==> src/rtl/inst_loader_pkg.sv <==
// Shared types for the instruction-memory loader.
package inst_loader_pkg;

  typedef enum logic [2:0] {
    IDLE,
    LOAD,
    CHECK,
    DONE,
    ERR
  } loader_state_t;

endpackage

==> src/rtl/inst_loader.sv <==
// Instruction-memory loader: streams words into consecutive memory addresses,
// verifies a trailing XOR checksum and holds the CPU in reset until it matches.
module inst_loader
  import inst_loader_pkg::*;
#(
  parameter int A = 16,
  parameter int W = 9
) (
  input  logic         Clk,
  input  logic         Reset_n,
  input  logic         Start,
  input  logic [A-1:0] BaseAddr,
  input  logic [A-1:0] Length,
  input  logic [W-1:0] InData,
  input  logic         InValid,
  output logic         InReady,
  output logic         WrEn,
  output logic [A-1:0] WrAddr,
  output logic [W-1:0] WrData,
  output logic         Busy,
  output logic         Done,
  output logic         Error,
  output logic         CpuHold
);

  loader_state_t state, state_nxt;
  logic [A-1:0]  addr;
  logic [A-1:0]  remaining;
  logic [W-1:0]  csum;
  logic          xfer;
  logic          can_start;

  assign xfer      = InValid && InReady;
  // Start is only honoured outside an active load.
  assign can_start = (state == IDLE) || (state == DONE) || (state == ERR);

  // NOTE: every variable written here gets a default first, so no latches are inferred.
  always_comb begin
    state_nxt = state;
    case (state)
      IDLE, DONE, ERR: begin
        if (Start) state_nxt = (Length == '0) ? DONE : LOAD;
      end
      LOAD: begin
        if (xfer && (remaining == A'(1))) state_nxt = CHECK;
      end
      CHECK: begin
        if (xfer) state_nxt = (InData == csum) ? DONE : ERR;
      end
      default: state_nxt = IDLE;
    endcase
  end

  // NOTE: sequential state uses non-blocking assignments so all registers update together.
  // NOTE: only loader registers are reset; the instruction memory itself is never cleared.
  always_ff @(posedge Clk) begin
    if (!Reset_n) begin
      state     <= IDLE;
      addr      <= '0;
      remaining <= '0;
      csum      <= '0;
      WrEn      <= 1'b0;
      WrAddr    <= '0;
      WrData    <= '0;
    end else begin
      state <= state_nxt;
      WrEn  <= 1'b0;
      if (can_start && Start) begin
        addr      <= BaseAddr;
        remaining <= Length;
        csum      <= '0;
      end else if ((state == LOAD) && xfer) begin
        WrEn      <= 1'b1;
        WrAddr    <= addr;
        WrData    <= InData;
        csum      <= csum ^ InData;
        addr      <= addr + A'(1);
        remaining <= remaining - A'(1);
      end
    end
  end

  // Status outputs decode directly from the registered state.
  assign InReady = (state == LOAD) || (state == CHECK);
  assign Busy    = InReady;
  assign Done    = (state == DONE);
  assign Error   = (state == ERR);
  assign CpuHold = (state != DONE);

endmodule
==> config.mk <==
export PLATFORM = sky130hd
export DESIGN_NAME = inst_loader
export DESIGN_NICKNAME = d
export VERILOG_FILES = /design/src/rtl/inst_loader_pkg.sv /design/src/rtl/inst_loader.sv
export SDC_FILE = /design/constraint.sdc
export NUM_CORES = 1
export LEC_CHECK = 0
export ABC_AREA = 1
export CAP_MARGIN = 10
export CORE_ASPECT_RATIO = 2
export CORE_MARGIN = 2
export CORE_UTILIZATION = 55
export DETAILED_ROUTE_END_ITERATION = 12
export PLACE_DENSITY = 0.85
export SYNTH_ARGS = -nofsm -noshare
export SYNTH_HDL_FRONTEND = slang
export SYNTH_SLANG_ARGS = --single-unit
==> constraint.sdc <==
create_clock -name Clk -period 2.1 [get_ports Clk]
set_input_delay 0.21 -clock Clk [delete_from_list [all_inputs] [get_ports Clk]]
set_output_delay 0.21 -clock Clk [all_outputs]
set_load 0.02 [all_outputs]
==> impl_metrics.py, run 1 <==
metrics = {
    "sta": {
        "setup_slack_ns": 0.153,
        "slew_viol_final": 0,
        "max-slew-margin-rel_pct": 67.6,
        "fin_crit_ns": 1.95,
        "finalSetupTns_ns": 0,
        "finalSetupViolCount": 0,
        "rsz0062_at_grt": "false",
        "max_freq_mhz": 514,
        "finalCritPeriodShare_pct": 92.7,
        "worst_hold_slack_ns": 0.452,
        "hold_violations": 0,
        "skew_ns": 0.00529,
        "tightest_slew_ns": 0.485,
    },
    "clocking": {
        "h-tree-depth": 3,
        "root_buffer": "clkbuf_16",
        "cts-resized-gates": 0,
        "holdBufCountCts": 0,
        "cts.sinks": 70,
        "cts_buffers": 9,
        "cts_tree": "built",
        "clk_pin_slew_ns": 0.05,
        "clock_path_buffers": 2,
        "clock_latency_ns": 0.33,
        "postCtsSetupRepairBufs": 0,
    },
    "critical_path": {
        "critPathArrivalTime_ns": 1.74,
        "critPathKind": "reg2out",
        "cp_max_fo": 4,
        "crit_path_start_kind": "flip-flop",
        "worst_setup_path_end_kind": "output port",
        "worstPathRequired_ns": 1.89,
    },
    "cells_and_area": {
        "nNetsFinal": 684,
        "utilization_pct": 72.6,
        "layout_common_cells": "nand2_1, clkdlybuf4s50_1, dfxtp_1",
        "final_common_cell": "nand2_1",
        "final_area_mm2": 0.00473,
        "fillers": 573,
        "instances_no_fill": 727,
        "insertedDiodeCount": 0,
        "syn_to_final_growth_pct": 29.1,
        "drive_gt1_share_pct": 5.32,
    },
    "floorplan": {
        "rows": 42,
        "core_mm2": 0.00652,
        "die_w_um": 61.7,
        "die_h_um": 119,
        "num_io_pins": 76,
        "dieArea_mm2": 0.00737,
        "initial_core_util_pct": 56.2,
    },
    "hold_path": {
        "hold_class": "in2reg",
    },
    "power_and_ir_drop": {
        "leakage_nw": 2.04,
        "peakVddDrop_v": 0.000868,
        "p_total_mw": 5.57,
        "powerDensity_mw_per_mm2": 1180,
    },
    "flow_run": {
        "cap_violations": 0,
    },
    "place": {
        "dpl.hpwl_um": 6480,
        "gp_congestion": 0.912,
        "pre_cts_ws_ns": 0.324,
        "port_buffers": 75,
        "dp_cells": 713,
        "dpl-instance-area_mm2": 0.00447,
    },
    "logic_synthesis": {
        "synth_top_area_share_pct": 38.3,
        "syn-num-nets": 613,
        "synth_top_area_cell": "dfxtp_1",
        "yosysSeqAreaShare_pct": 38.3,
        "ys_types": 31,
        "async_flop_share_pct": 0,
        "synth_top_cells_by_area": "dfxtp_1, nand2_1, o21ai_0",
        "synth_edf_count": 0,
        "ys_seq_elements": 70,
        "avgSynthCellArea_um2": 6.48,
        "synthCells": 565,
        "synth-warning-count": 0,
        "synth_top_flop_cell": "dfxtp_1",
        "netlist_area_mm2": 0.00366,
    },
    "grt": {
        "grt_pass1_wl_um": 15100,
        "grt-ovfl-total": 0,
        "grt_pass1_vias": 3489,
        "antenna_found_initial": 0,
        "grt_max_degree": 58,
        "grt_usage_pct": 27.1,
    },
    "detailed_routing": {
        "vias_per_cell": 5.13,
        "vias": 3733,
        "wirelength_um": 9180,
        "drc": 0,
        "drtIter0Drc": 303,
        "wl_per_cell_um": 12.6,
        "first_pass_iters": 7,
        "ant_nets": 0,
    },
    "outcome": {
        "outcome": "complete, no violations",
    },
}
## final timing paths
check	startpoint	to	slack, ns	depth (start not counted)
worst max-delay path	state[0]$_SDFFE_PN0P_	InReady	0.15	5
worst max register to register	state[0]$_SDFFE_PN0P_	addr[14]$_SDFFE_PN0P_	0.31	12
worst min-delay path	BaseAddr[1]	addr[1]$_SDFFE_PN0P_	0.45	3
worst min register to register	csum[5]$_SDFFE_PP0P_	csum[5]$_SDFFE_PP0P_	0.47	2
## cell type report
type                            instances  area, um2  area share (%)
Tap cell                               88        110            2.33
Multi-Input combinational cell        405       1880            39.8
Clock inverter                          2       10.0           0.212
Timing Repair Buffer                   81        821            17.4
Clock buffer                           12        246            5.21
Inverter                               69        259            5.48
Sequential cell                        70       1400            29.6
## cell usage after synthesis, types with 2 or more instances
library cell	count
buf_2	9
o21ai_0	51
nor2_4	3
nand2_2	4
o22ai_1	2
buf_4	2
nor3_1	7
xor2_1	15
nand4_1	2
a31oi_1	7
o21ai_1	4
clkbuf_1	4
inv_1	63
xnor2_1	3
buf_6	3
nor3_2	2
nand2_1	168
ha_1	3
buf_1	3
dfxtp_1	70
nand3_1	28
nor2_1	68
a21oi_1	32
inv_2	5
## metal layers
metal	global-route usage, %	wire length, um	up-vias
met5	0	0	-
met4	12.9	136	0
met3	7.17	604	12
met2	42.6	4580	123
met1	33.0	3860	1675
li1	-	-	1923
## critical path, cell delays in order (launching register included)
cell and delay (ns):
dfxtp_1 0.36, inv_2 0.06, nor2_4 0.11, nand2_2 0.10, nand2_1 0.14, clkdlybuf4s50_1 0.64
## flip-flops by register name, indices dropped and copies added (netlist names)
signal / flops
csum: 9
addr: 16
WrData: 9
WrEn: 1
WrAddr: 16
state: 3
remaining: 16
## power breakdown
part           total (mW)  switching, mW  internal (mW)
sequential           1.87          0.236           1.63
combinational        2.36           1.44          0.915
clock                1.35          0.532          0.814
total                5.57           2.21           3.36
## kinds of logic after synthesis
group                      count (synthesis)  synth area share, %
DFF                                       70                 38.3
AOI/OAI and AO/OA                         99                 14.1
buffers and inverters                     90                 10.4
and+or+nand+nor                          285                 32.0
xor gates and xnor gates                  18                 4.30
adders and majority gates                  3                 1.03
Note: power is estimated with default switching activity, not from simulation.
==> run 2, diff against run 1 <==
Settings changed: REMOVE_ABC_BUFFERS set to 1.
==> run 2 against run 1 <==
Net effect:
- worst setup slack better by 0.023 ns
- cell count is 0.28% higher
- count of clock-buffer cells in the layout is 1 lower
- sequential share of layout area is 0.086 points lower
- routed wire length is 1.3% lower
- sequential power hardly changed
- register-to-register slack worse by 0.08 ns
- non-clock buffer count stayed put
- first-iteration DRC count is 21% lower
- critical endpoint is now Busy
- worst hold slack better by 0.0043 ns
==> impl_metrics.py, run 2 (same netlist as run 1, synthesis figures left out) <==
metrics = {
    "floorplan": {
        "rows": 42,
        "die_h_um": 119,
        "die_w_um": 61.7,
        "initial_core_util_pct": 56.2,
        "core_mm2": 0.00652,
        "num_io_pins": 76,
        "dieArea_mm2": 0.00737,
    },
    "clocking": {
        "h-tree-depth": 3,
        "clock_path_buffers": 2,
        "cts-resized-gates": 0,
        "cts_buffers": 9,
        "cts.sinks": 70,
        "root_buffer": "clkbuf_16",
        "clk_pin_slew_ns": 0.05,
        "postCtsSetupRepairBufs": 0,
        "clock_latency_ns": 0.33,
        "cts_tree": "built",
        "holdBufCountCts": 0,
    },
    "critical_path": {
        "crit_chain": "inv_2 -> nor2_4 -> nand2_2 -> nand2_1 -> clkdlybuf4s50_1",
        "cp_slowest_cell": "clkdlybuf4s50_1",
        "critPathBufInv": 2,
        "worstPathRequired_ns": 1.89,
        "critPathTopFamily": "buffers and inverters",
        "critPathArrivalTime_ns": 1.71,
        "critPathKind": "reg2out",
        "slowest_delay_ns": 0.61,
        "worst_setup_path_end_kind": "output port",
        "crit_path_start_kind": "flip-flop",
        "cp_max_fo": 4,
    },
    "sta": {
        "rsz0062_at_grt": "false",
        "skew_ns": 0.00283,
        "finalCritPeriodShare_pct": 91.6,
        "tightest_slew_ns": 0.543,
        "max_freq_mhz": 520,
        "finalSetupViolCount": 0,
        "fin_crit_ns": 1.92,
        "hold_violations": 0,
        "max-slew-margin-rel_pct": 63.8,
        "slew_viol_final": 0,
    },
    "grt": {
        "grt_pass1_vias": 3578,
        "grt_usage_pct": 27.0,
        "grt-ovfl-total": 0,
        "grt_max_degree": 58,
        "antenna_found_initial": 0,
        "grt_pass1_wl_um": 15200,
    },
    "cells_and_area": {
        "drive_gt1_share_pct": 5.62,
        "final_common_cell": "nand2_1",
        "insertedDiodeCount": 0,
        "syn_to_final_growth_pct": 29.5,
        "largest_registers": "WrAddr (16), addr (16), remaining (16)",
        "multiInputGateArea_mm2": 0.00188,
        "final_area_mm2": 0.00474,
        "fillers": 571,
        "layout_common_cells": "nand2_1, clkdlybuf4s50_1, dfxtp_1",
        "instances_no_fill": 729,
        "seqCellArea_mm2": 0.00140,
        "nNetsFinal": 684,
    },
    "place": {
        "dpl-instance-area_mm2": 0.00446,
        "dpl.hpwl_um": 6190,
        "gp_congestion": 0.863,
        "port_buffers": 75,
        "dp_cells": 713,
    },
    "detailed_routing": {
        "vias_per_cell": 5.17,
        "drc": 0,
        "first_pass_iters": 4,
        "ant_nets": 0,
        "vias": 3766,
        "wl_per_cell_um": 12.4,
        "drtIter0Drc": 239,
        "wirelength_um": 9060,
    },
    "power_and_ir_drop": {
        "leakage_nw": 2.05,
        "powerDensity_mw_per_mm2": 1200,
        "peakVddDrop_v": 0.000739,
    },
    "hold_path": {
        "hold_class": "in2reg",
    },
    "flow_run": {
        "cap_violations": 0,
    },
    "outcome": {
        "outcome": "complete, no violations",
    },
}
## run 2: cell count changes in the layout (fill, tap and decap cells not counted)
cell	change
clkinv_2	+2
buf_12	-1
buf_4	+1
bufinv_16	+1
clkbuf_8	-1
## run 2: final timing paths
path,from,endpoint,slack (ns),cells past startpoint
worst max-delay path,state[0]$_SDFFE_PN0P_,Busy,0.18,5
worst min register to register,csum[5]$_SDFFE_PP0P_,csum[5]$_SDFFE_PP0P_,0.48,2
worst min-delay path,BaseAddr[1],addr[1]$_SDFFE_PN0P_,0.46,3
worst max register to register,addr[0]$_SDFFE_PN0P_,addr[12]$_SDFFE_PN0P_,0.23,10
## run 2: worst min-delay path: cells and delay by family
family / cells / cell delay [ns]
buffers and inverters: 1 / 0.39
AOI/OAI and AO/OA: 1 / 0.07
and+or+nand+nor: 1 / 0.06
## run 2: cell type report
type | count | share of cell area [%]
Multi-Input combinational cell | 405 | 39.7
Sequential cell | 70 | 29.5
Timing Repair Buffer | 81 | 17.0
Inverter | 69 | 5.46
Clock buffer | 11 | 4.91
Tap cell | 88 | 2.32
Clock inverter | 5 | 1.06
## run 2: power breakdown
group          leakage [nW]  internal (mW)  total, mW  switching (mW)
Combinational          1.34          0.911       2.36            1.45
Sequential            0.572           1.63       1.86           0.234
Clock                 0.143          0.910       1.46           0.550
Total                  2.05           3.45       5.69            2.24
## run 2: metrics by stage
stage          worst slack, ns  TNS, ns  util [%]  total power, mW  hold WS [ns]
2_1_floorplan           -0.232    -3.23         -             3.37         0.308
3_3_place_gp             0.326        0      68.5             4.14         0.460
3_5_place_dp             0.241        0      68.5             4.19         0.472
4_1_cts                  0.173        0      72.8             5.69         0.458
5_1_grt                 0.0596        0      72.8             6.09         0.485
6_report                 0.176        0      72.8             5.69         0.456
## run 2: routing by layer
metal  global-route usage [%]  vias up  wire, um
met3                     6.95       36       459
met1                     34.5     1694      3900
li1                         -     1918         -
met4                     12.5        0       331
met2                     41.3      118      4360
met5                        0        -         0
==> run 3, diff against run 2 <==
Settings changed: CORE_MARGIN 2 to unset.
==> run 3 against run 2 <==
Net effect:
- combinational power rose by 2%
- flip-flop and latch count unchanged
- critical path type unchanged
- critical endpoint unchanged
- largest cell class unchanged
- register-to-register slack improved by 0.06 ns
- cell area is 0.79% higher
- first-iteration DRC count fell by 9.6%
- via count up 2.5%
- worst hold slack better by 0.0057 ns
- power grew 3.9%
- cell count decreased by 0.41%
- count of clock-buffer cells in the layout unchanged
- routed wire length increased by 7.9%
- critical path depth unchanged
==> impl_metrics.py, run 3 (same netlist as run 1, synthesis figures left out) <==
metrics = {
    "detailed_routing": {
        "drc": 0,
        "vias": 3859,
        "ant_nets": 0,
        "first_pass_iters": 4,
        "wirelength_um": 9770,
        "drtIter0Drc": 216,
        "vias_per_cell": 5.32,
        "wl_per_cell_um": 13.5,
    },
    "hold_path": {
        "hold_class": "in2reg",
    },
    "clocking": {
        "holdBufCountCts": 0,
        "cts_buffers": 9,
        "h-tree-depth": 3,
        "cts-resized-gates": 0,
        "clk_pin_slew_ns": 0.06,
        "clock_path_buffers": 2,
        "cts_tree": "built",
        "cts.sinks": 70,
        "postCtsSetupRepairBufs": 0,
        "clock_latency_ns": 0.34,
        "root_buffer": "clkbuf_16",
    },
    "sta": {
        "hold_violations": 0,
        "max_freq_mhz": 503,
        "fin_crit_ns": 1.99,
        "finalCritPeriodShare_pct": 94.7,
        "finalSetupViolCount": 0,
        "slew_viol_final": 0,
        "tightest_slew_ns": 0.566,
        "skew_ns": 0.00513,
        "max-slew-margin-rel_pct": 62.0,
        "rsz0062_at_grt": "false",
    },
    "cells_and_area": {
        "largest_registers": "WrAddr (16), addr (16), remaining (16)",
        "drive_gt1_share_pct": 5.78,
        "final_area_mm2": 0.00478,
        "final_common_cell": "nand2_1",
        "nNetsFinal": 684,
        "utilization_pct": 75.2,
        "syn_to_final_growth_pct": 30.5,
        "insertedDiodeCount": 0,
        "layout_common_cells": "nand2_1, clkdlybuf4s50_1, dfxtp_1",
    },
    "floorplan": {
        "rows": 41,
        "die_h_um": 117,
        "die_w_um": 59.7,
        "dieArea_mm2": 0.00701,
        "initial_core_util_pct": 57.6,
        "num_io_pins": 76,
        "core_mm2": 0.00636,
    },
    "place": {
        "dpl-instance-area_mm2": 0.00446,
        "dpl.hpwl_um": 6780,
        "port_buffers": 75,
        "gp_congestion": 0.884,
    },
    "critical_path": {
        "crit_path_start_kind": "flip-flop",
        "worst_setup_path_end_kind": "output port",
        "critPathKind": "reg2out",
        "critPathArrivalTime_ns": 1.78,
        "cp_max_fo": 4,
        "worstPathRequired_ns": 1.89,
    },
    "grt": {
        "grt_pass1_vias": 3838,
        "grt_max_degree": 58,
        "met2_usage_pct": 54.1,
        "grt_pass1_wl_um": 16600,
        "grt.met1_usage_pct": 32.0,
        "antenna_found_initial": 0,
        "grt_usage_pct": 30.8,
        "grt-ovfl-total": 0,
        "gr-max-usage-layer": "met2",
        "use_met3_pct": 5.95,
    },
    "power_and_ir_drop": {
        "powerDensity_mw_per_mm2": 1240,
        "leakage_nw": 2.07,
        "peakVddDrop_v": 0.000971,
        "p_total_mw": 5.91,
    },
    "outcome": {
        "outcome": "complete, no violations",
    },
    "flow_run": {
        "cap_violations": 0,
    },
}
[run 3: changes by cell type in the layout (fill, tap and decap cells not counted)]
| cell | previous run | this run |
|---|---|---|
| clkinv_2 | 4 | 2 |
| clkbuf_1 | 2 | 0 |
| bufinv_16 | 1 | 2 |
| clkbuf_8 | 0 | 2 |
[run 3: worst max-delay path: stages, from the launching register on]
cell,delay (ns)
dfxtp_1,0.36
inv_2,0.06
nor2_4,0.12
nand2_2,0.12
nand2_1,0.15
clkdlybuf4s50_1,0.63
[run 3: path summary, 6_finish.rpt]
check	slack (ns)	cells past startpoint	endpoint	from
setup reg to reg	0.29	8	remaining[14]$_SDFFE_PN0P_	remaining[0]$_SDFFE_PN0P_
hold / removal	0.46	3	addr[2]$_SDFFE_PN0P_	BaseAddr[2]
hold reg to reg	0.48	2	csum[5]$_SDFFE_PP0P_	csum[5]$_SDFFE_PP0P_
setup / recovery	0.11	5	Busy	state[0]$_SDFFE_PN0P_
[run 3: report_power, final]
group / leakage [nW] / switching, mW / total (mW) / internal [mW]
combinational: 1.34 / 1.50 / 2.40 / 0.900
sequential: 0.572 / 0.237 / 1.87 / 1.63
clock: 0.161 / 0.555 / 1.65 / 1.09
total: 2.07 / 2.29 / 5.91 / 3.62
[run 3: stage by stage]
stage	hold WS [ns]	setup TNS, ns	worst slack, ns	std cells
floorplan	0.308	-3.23	-0.232	544
global placement	0.461	0	0.332	711
detailed placement	0.468	0	0.301	711
CTS	0.456	0	0.113	726
global route	0.479	0	0.0312	726
finish	0.462	0	0.111	726
[run 3: routing by layer]
| layer | routed length [um] | vias to the layer above |
|---|---|---|
| li1 | - | 1921 |
| met1 | 3580 | 1775 |
| met2 | 5260 | 132 |
| met3 | 551 | 31 |
| met4 | 380 | 0 |
| met5 | 0 | - |
[run 3: area by class of cell]
type / count / area [um2]
sequential: 70 / 1400
multi-input combinational: 405 / 1880
clock inverter: 4 / 70.1
clock buffer: 11 / 253
timing repair buffer: 81 / 808
tap: 86 / 108
inverter: 69 / 259
fill: 545 / 1580
